==> src/rtl/h264_bit_packer.sv <==
// ---------------------------------------------------------------------------
// h264_bit_packer
//
// Bitstream packer placed after the CAVLC encoder. Variable-length codes
// (0..CODE_W bits, MSB-aligned) arrive over a valid/ready handshake. They are
// concatenated MSB-first into OUT_W-bit words, and the words are stored in a
// DEPTH-entry buffer. The bus side reads that buffer through a registered
// read port.
//
// Ports:
//   clk         clock, all state changes on the rising edge
//   rst         synchronous active-high reset
//   in_valid    a code is present on in_code/in_len
//   in_ready    the packer accepts a code this cycle
//   in_code     code bits, first emitted bit is in_code[CODE_W-1]
//   in_len      code length 0..CODE_W
//   flush       pulse: pad pending bits with zeros and emit them as a word
//   buf_clear   reset the buffer word count to zero
//   rd_addr     buffer read address
//   rd_data     registered buffer word at rd_addr
//   buf_cnt     number of valid words in the buffer, 0..DEPTH
//   buf_full    buf_cnt == DEPTH
//   busy        packer is shifting or flushing, or a flush is pending
//   total_bits  bits accepted since reset, wraps modulo 2^32
// ---------------------------------------------------------------------------
module h264_bit_packer #(
    parameter int CODE_W = 128,
    parameter int LEN_W  = $clog2(CODE_W + 1),
    parameter int OUT_W  = 32,
    parameter int DEPTH  = 64,
    parameter int ADDR_W = $clog2(DEPTH)
) (
    input  logic              clk,
    input  logic              rst,
    input  logic              in_valid,
    output logic              in_ready,
    input  logic [CODE_W-1:0] in_code,
    input  logic [LEN_W-1:0]  in_len,
    input  logic              flush,
    input  logic              buf_clear,
    input  logic [ADDR_W-1:0] rd_addr,
    output logic [OUT_W-1:0]  rd_data,
    output logic [ADDR_W:0]   buf_cnt,
    output logic              buf_full,
    output logic              busy,
    output logic [31:0]       total_bits
);

    localparam logic [1:0] IDLE  = 2'd0;
    localparam logic [1:0] SHIFT = 2'd1;
    localparam logic [1:0] FLUSH = 2'd2;

    localparam int FILL_W = $clog2(OUT_W + 1);
    localparam int K_W    = (LEN_W > FILL_W) ? LEN_W : FILL_W;
    localparam logic [K_W-1:0]    OUT_W_K = K_W'(OUT_W);
    localparam logic [ADDR_W:0]   DEPTH_C = (ADDR_W + 1)'(DEPTH);
    localparam logic [ADDR_W:0]   ONE_C   = (ADDR_W + 1)'(1);

    logic [1:0]               state;
    logic [CODE_W-1:0]        sr;
    logic [LEN_W-1:0]         rem;
    logic [OUT_W-1:0]         acc;
    logic [FILL_W-1:0]        acc_bits;
    logic                     flush_pending;
    logic [OUT_W-1:0]         mem [DEPTH];

    logic                     accept;
    logic                     blocked;
    logic [K_W-1:0]           room;
    logic [K_W-1:0]           rem_k;
    logic [K_W-1:0]           take;
    logic [K_W-1:0]           fill_sum;
    logic                     completes;
    logic [CODE_W+OUT_W-1:0]  sr_ext;
    logic [OUT_W-1:0]         window;
    logic [OUT_W-1:0]         head_mask;
    logic [OUT_W-1:0]         merged;
    logic                     wr_en;
    logic [OUT_W-1:0]         wr_data;
    logic [ADDR_W-1:0]        wr_addr;

    assign in_ready = (state == IDLE) & ~flush_pending & ~rst;
    assign accept   = in_valid & in_ready;
    assign buf_full = (buf_cnt == DEPTH_C);
    assign busy     = (state != IDLE) | flush_pending;
    // A clear in the same cycle frees address 0, so a full buffer only blocks
    // a write when no clear is present.
    assign blocked  = buf_full & ~buf_clear;

    // One shift step. The accumulator is kept MSB-aligned and is zero below
    // its fill level. The top 'take' bits of sr are masked and slid down
    // under the bits that are already held. The {sr, zeros} extension also
    // covers codes that are narrower than a word.
    always_comb begin
        room      = OUT_W_K - K_W'(acc_bits);
        rem_k     = K_W'(rem);
        take      = (rem_k < room) ? rem_k : room;
        fill_sum  = K_W'(acc_bits) + take;
        completes = (fill_sum == OUT_W_K);
        sr_ext    = {sr, {OUT_W{1'b0}}};
        window    = OUT_W'(sr_ext >> CODE_W);
        head_mask = ~({OUT_W{1'b1}} >> take);
        merged    = acc | ((window & head_mask) >> acc_bits);
    end

    // Buffer write selection. A completed word comes from SHIFT, and a
    // zero-padded partial word comes from FLUSH. A clear redirects the write
    // to address 0.
    always_comb begin
        wr_en   = 1'b0;
        wr_data = merged;
        if (!rst && state == SHIFT && completes && !blocked) begin
            wr_en = 1'b1;
        end else if (!rst && state == FLUSH && acc_bits != '0 && !blocked) begin
            wr_en   = 1'b1;
            wr_data = acc;
        end
        wr_addr = buf_clear ? '0 : buf_cnt[ADDR_W-1:0];
    end

    // Main control: handshake, shifting, flush servicing and buffer count.
    // A stalled SHIFT or FLUSH cycle leaves every field unchanged.
    always_ff @(posedge clk) begin
        if (rst) begin
            state         <= IDLE;
            sr            <= '0;
            rem           <= '0;
            acc           <= '0;
            acc_bits      <= '0;
            flush_pending <= 1'b0;
            buf_cnt       <= '0;
            total_bits    <= '0;
            rd_data       <= '0;
        end else begin
            rd_data <= mem[rd_addr];

            if (flush) begin
                flush_pending <= 1'b1;
            end

            if (buf_clear) begin
                buf_cnt <= {{ADDR_W{1'b0}}, wr_en};
            end else if (wr_en) begin
                buf_cnt <= buf_cnt + ONE_C;
            end

            case (state)
                IDLE: begin
                    if (accept && in_len != '0) begin
                        sr         <= in_code;
                        rem        <= in_len;
                        total_bits <= total_bits + 32'(in_len);
                        state      <= SHIFT;
                    end else if (flush_pending || flush) begin
                        state <= FLUSH;
                    end
                end
                SHIFT: begin
                    if (!(completes && blocked)) begin
                        sr  <= sr << take;
                        rem <= rem - LEN_W'(take);
                        if (completes) begin
                            acc      <= '0;
                            acc_bits <= '0;
                        end else begin
                            acc      <= merged;
                            acc_bits <= FILL_W'(fill_sum);
                        end
                        if (rem_k == take) begin
                            state <= IDLE;
                        end
                    end
                end
                FLUSH: begin
                    if (acc_bits == '0 || !blocked) begin
                        acc      <= '0;
                        acc_bits <= '0;
                        state    <= IDLE;
                        if (!flush) begin
                            flush_pending <= 1'b0;
                        end
                    end
                end
                default: state <= IDLE;
            endcase
        end
    end

    // Word storage. The memory has no reset, and a clear leaves its old
    // contents in place.
    always_ff @(posedge clk) begin
        if (wr_en) begin
            mem[wr_addr] <= wr_data;
        end
    end

endmodule

==> config.mk <==
export PLATFORM = sky130hd
export DESIGN_NAME = h264_bit_packer
export DESIGN_NICKNAME = d
export VERILOG_FILES = /design/src/rtl/h264_bit_packer.sv
export SDC_FILE = /design/constraint.sdc
export NUM_CORES = 2
export LEC_CHECK = 0
export BUFFER_PORTS_ARGS = -buffer_cell sky130_fd_sc_hd__buf_2
export CAP_MARGIN = 0
export CORE_MARGIN = 2
export CORE_UTILIZATION = 50
export CTS_CLUSTER_SIZE = 25
export DETAILED_ROUTE_END_ITERATION = 10
export PLACE_DENSITY = 0.64
export SLEW_MARGIN = 30
export SYNTH_ARGS = -nofsm -noshare
export SYNTH_HDL_FRONTEND = slang
export SYNTH_SLANG_ARGS = --single-unit
export TNS_END_PERCENT = 100
==> constraint.sdc <==
create_clock -name clk -period 10.85 [get_ports clk]
set_input_delay 2.17 -clock clk [delete_from_list [all_inputs] [get_ports clk]]
set_output_delay 2.17 -clock clk [all_outputs]
set_load 0.02 [all_outputs]
==> key figures <==
Global routing
  – Gr ovfl total: 0
  – GRT Resource Usage Total: 0.348
  – Vias in the first global route: 62900
  – Largest net degree at the start of global routing: 139
  – Initial antenna violation count: 26
  – Wire length of the first global-routing pass: 509000 um

Logic synthesis
  – Mux share of post-synthesis cell area: 0.170
  – Synth Area in XOR/XNOR: 0.00375
  – Main area contributors after synthesis: edfxtp_1 (60%), mux4_2 (15%), dfxtp_1 (4.8%)
  – Synth cell count leaders: edfxtp_1 (2048), mux4_2 (678), nor2_1 (415)
  – Post-Synth Adder-Cell Area: 0.00436
  – Avg Synthesized Cell Area: 16.2 um2
  – Count leader, synth: edfxtp_1
  – Synth area leader: edfxtp_1
  – Main combinational cell family by area after synthesis: multiplexers
  – Dominant synthesized flop cell: edfxtp_1
  – Gate Count Post-Synth: 6351
  – Area fraction of the dominant cell type after synthesis: 0.598
  – Post-Synth Simple-Gate Area: 0.0452
  – FF+latch count, synth: 2296
  – Compound-cell area share of the yosys netlist: 0.105
  – Ys async rst share: 0
  – Seq/Total Area, Yosys: 0.647
  – Mapped Nets: 6532
  – Mapped Area: 103000 um2
  – Post-synth EDFFs: 2048
  – Yosys cell types: 107
  – YS warnings: 0

Placed design
  – DP Area: 109000 um2
  – Dpl cells: 8983
  – Buffers on Ports: 220
  – Global placement routability congestion: 1.03
  – Detailed Place HPWL: 251000 um

Clock tree
  – CTS Buf Count: 225
  – Clock tree sinks: 2296
  – Cts-stage hold buffer count: 0
  – Post-CTS Setup Inserts: 0
  – H-tree levels: 4
  – Clock tree from TritonCTS: yes
  – PostCTS Resize Cnt: 0
  – Clock Latency Late Sink: 0.90 ns
  – Clock root cell: clkbuf_16
  – CTS Buffer Depth: 3
  – Clk slew on worst S/H paths: 0.06 ns

Pwr
  – Peak VDD IR: 0.445 mV
  – Static leakage: 37.6 nW
  – Pwr Density: 279 nW/um2
  – Overall Power: 32.5 mW

STA
  – Tcrit/Tclk final: 0.840
  – Slew @ Worst Pin: 1.21 ns
  – Max-slew headroom: 0.191
  – RSZ-0062 raised after global routing: no
  – Slew Viols, Final: 0
  – Worst Hold Slack: 0.460 ns
  – Final setup fails: 0
  – Final hold vios: 0
  – Achievable Freq: 110 MHz
  – Post-Route Skew: 0.0969 ns
  – Final TNS setup: 0 ns
  – Tmin final: 9.11 ns

Setup path
  – Crit Path Max Fanout: 31
  – R2R Setup Slk: 1.74 ns
  – Reg-to-reg critical path startpoint: acc_bits[0]$_SDFFE_PP0P_
  – CP Capture Type: register
  – Reg-to-Reg End: mem[20][3]$_DFFE_PP_
  – CP startpoint: acc_bits[0]$_SDFFE_PP0P_
  – Critical Path AT: 9.70 ns
  – CP most frequent cell: ha_1
  – Startpoint Class: register
  – Crit Path Class: register to register
  – Register-to-Register Path Depth: 27
  – Critical Path Max Stage Delay: 0.84 ns
  – Critical Path End: mem[20][3]$_DFFE_PP_
  – WP data required: 11.44 ns
  – Slowest cell on crit path: nor2_4

Floorplanning
  – Die height: 457 um
  – Core Area: 205000 um2
  – Starting Density: 0.502
  – Width of the die: 457 um
  – Die area: 209000 um2
  – Site row count: 166
  – Num ports: 221

Drt
  – Wire length per cell: 39.1 um
  – Initial drt markers: 10800
  – Via density: 7.10
  – Post-Route WL: 368000 um
  – DRT Pass-1 Iters: 9
  – DRC violations left: 0
  – Vias post-DR: 66800
  – DRT antenna net count: 0

Finish
  – Syn-to-layout area delta: 13.3%
  – Fillers: 15500
  – Design area: 116000 um2
  – Proportion of layout cells with a drive suffix above 1: 0.251
  – Fin nets: 6712
  – Non-Filler Instances: 9412

Min path
  – Hold Crit Class: register to register

Job
  – # Max-Cap Violations: 0

Outcome
  – Status: completed
[worst max-delay path, delay by kind of cell, from the launching register on]
kind / cells / cell delay, ns
simple gates: 11 / 4.10
compound gates: 5 / 0.89
xor+xnor: 1 / 0.30
flops: 1 / 0.33
buf+inv: 6 / 1.66
fa+ha+maj: 4 / 1.51
[worst min path at each step]
stage                         start                    to  depth (start not counted)
2_1_floorplan  acc[18]$_SDFFE_PP0P_  acc[18]$_SDFFE_PP0P_                          2
3_3_place_gp   acc[18]$_SDFFE_PP0P_  acc[18]$_SDFFE_PP0P_                          2
3_5_place_dp   acc[18]$_SDFFE_PP0P_  acc[18]$_SDFFE_PP0P_                          2
4_1_cts        acc[18]$_SDFFE_PP0P_  acc[18]$_SDFFE_PP0P_                          2
5_1_grt        acc[18]$_SDFFE_PP0P_  acc[18]$_SDFFE_PP0P_                          2
6_report       acc[15]$_SDFFE_PP0P_  acc[15]$_SDFFE_PP0P_                          2
[state kept, by name (all words and copies together), names as in the netlist]
signal	flops
state	2
total_bits	32
rem	8
acc	32
sr	128
buf_cnt	7
mem	2048
acc_bits	6
rd_data	32
flush_pending	1
[through the flow]
step / setup slack [ns] / util
2_1_floorplan: 1.66 / -
5_1_grt: 1.20 / 0.569
4_1_cts: 1.72 / 0.568
6_report: 1.74 / 0.569
3_5_place_dp: 1.66 / 0.533
3_3_place_gp: 1.69 / 0.525
[layer usage]
layer,vias to the layer above,GRT usage,part of all wire
met2,4662,0.518,0.45
met5,-,0,0.00018
met4,12,0.159,0.057
li1,26700,-,-
met1,34600,0.490,0.38
met3,814,0.0806,0.11
[layout by cell type, fill, tap and decap left out, types with 103 or more instances in the layout]
master     Yosys  layout
a211oi_1     146     141
a21oi_1      174     173
buf_2        123     215
buf_4         14     149
clkbuf_16      0     228
dfxtp_1      248     247
edfxtp_1    2048    2048
inv_1        120     116
mux2i_1      168     165
mux4_2       678     678
nand2_1      247     241
nor2_1       415     344
o211ai_1     242     242
o21ai_0      166     162
o221ai_1     103     103
[cell type report]
type | instances | area (um2) | share of cell area
Multi-Input combinational cell | 3430 | 34600 | 0.297
Clock inverter | 119 | 1200 | 0.0103
Clock buffer | 289 | 5990 | 0.0515
Sequential cell | 2296 | 66500 | 0.571
Antenna cell | 12 | 30.0 | 0.000258
Tap cell | 2688 | 3360 | 0.0289
Timing Repair Buffer | 450 | 4310 | 0.0370
Inverter | 128 | 484 | 0.00416
[report_power, final]
part / total, mW / internal [mW] / switching, mW
logic: 13.3 / 3.09 / 10.2
registers: 11.6 / 11.4 / 0.220
clock network: 7.66 / 4.22 / 3.44
total: 32.5 / 18.7 / 13.8
[logic make-up (layout without fill, tap and decap cells)]
group                      after synthesis  after routing
AOI/OAI and AO/OA                     1445           1445
xor gates and xnor gates                44             44
adders and majority gates               34             34
buffers and inverters                  625            986
DFF                                   2296           2296
muxes                                  888            888
other                                    0             12
and+or+nand+nor                       1019           1019
Note: power is estimated with default switching activity, not from simulation.
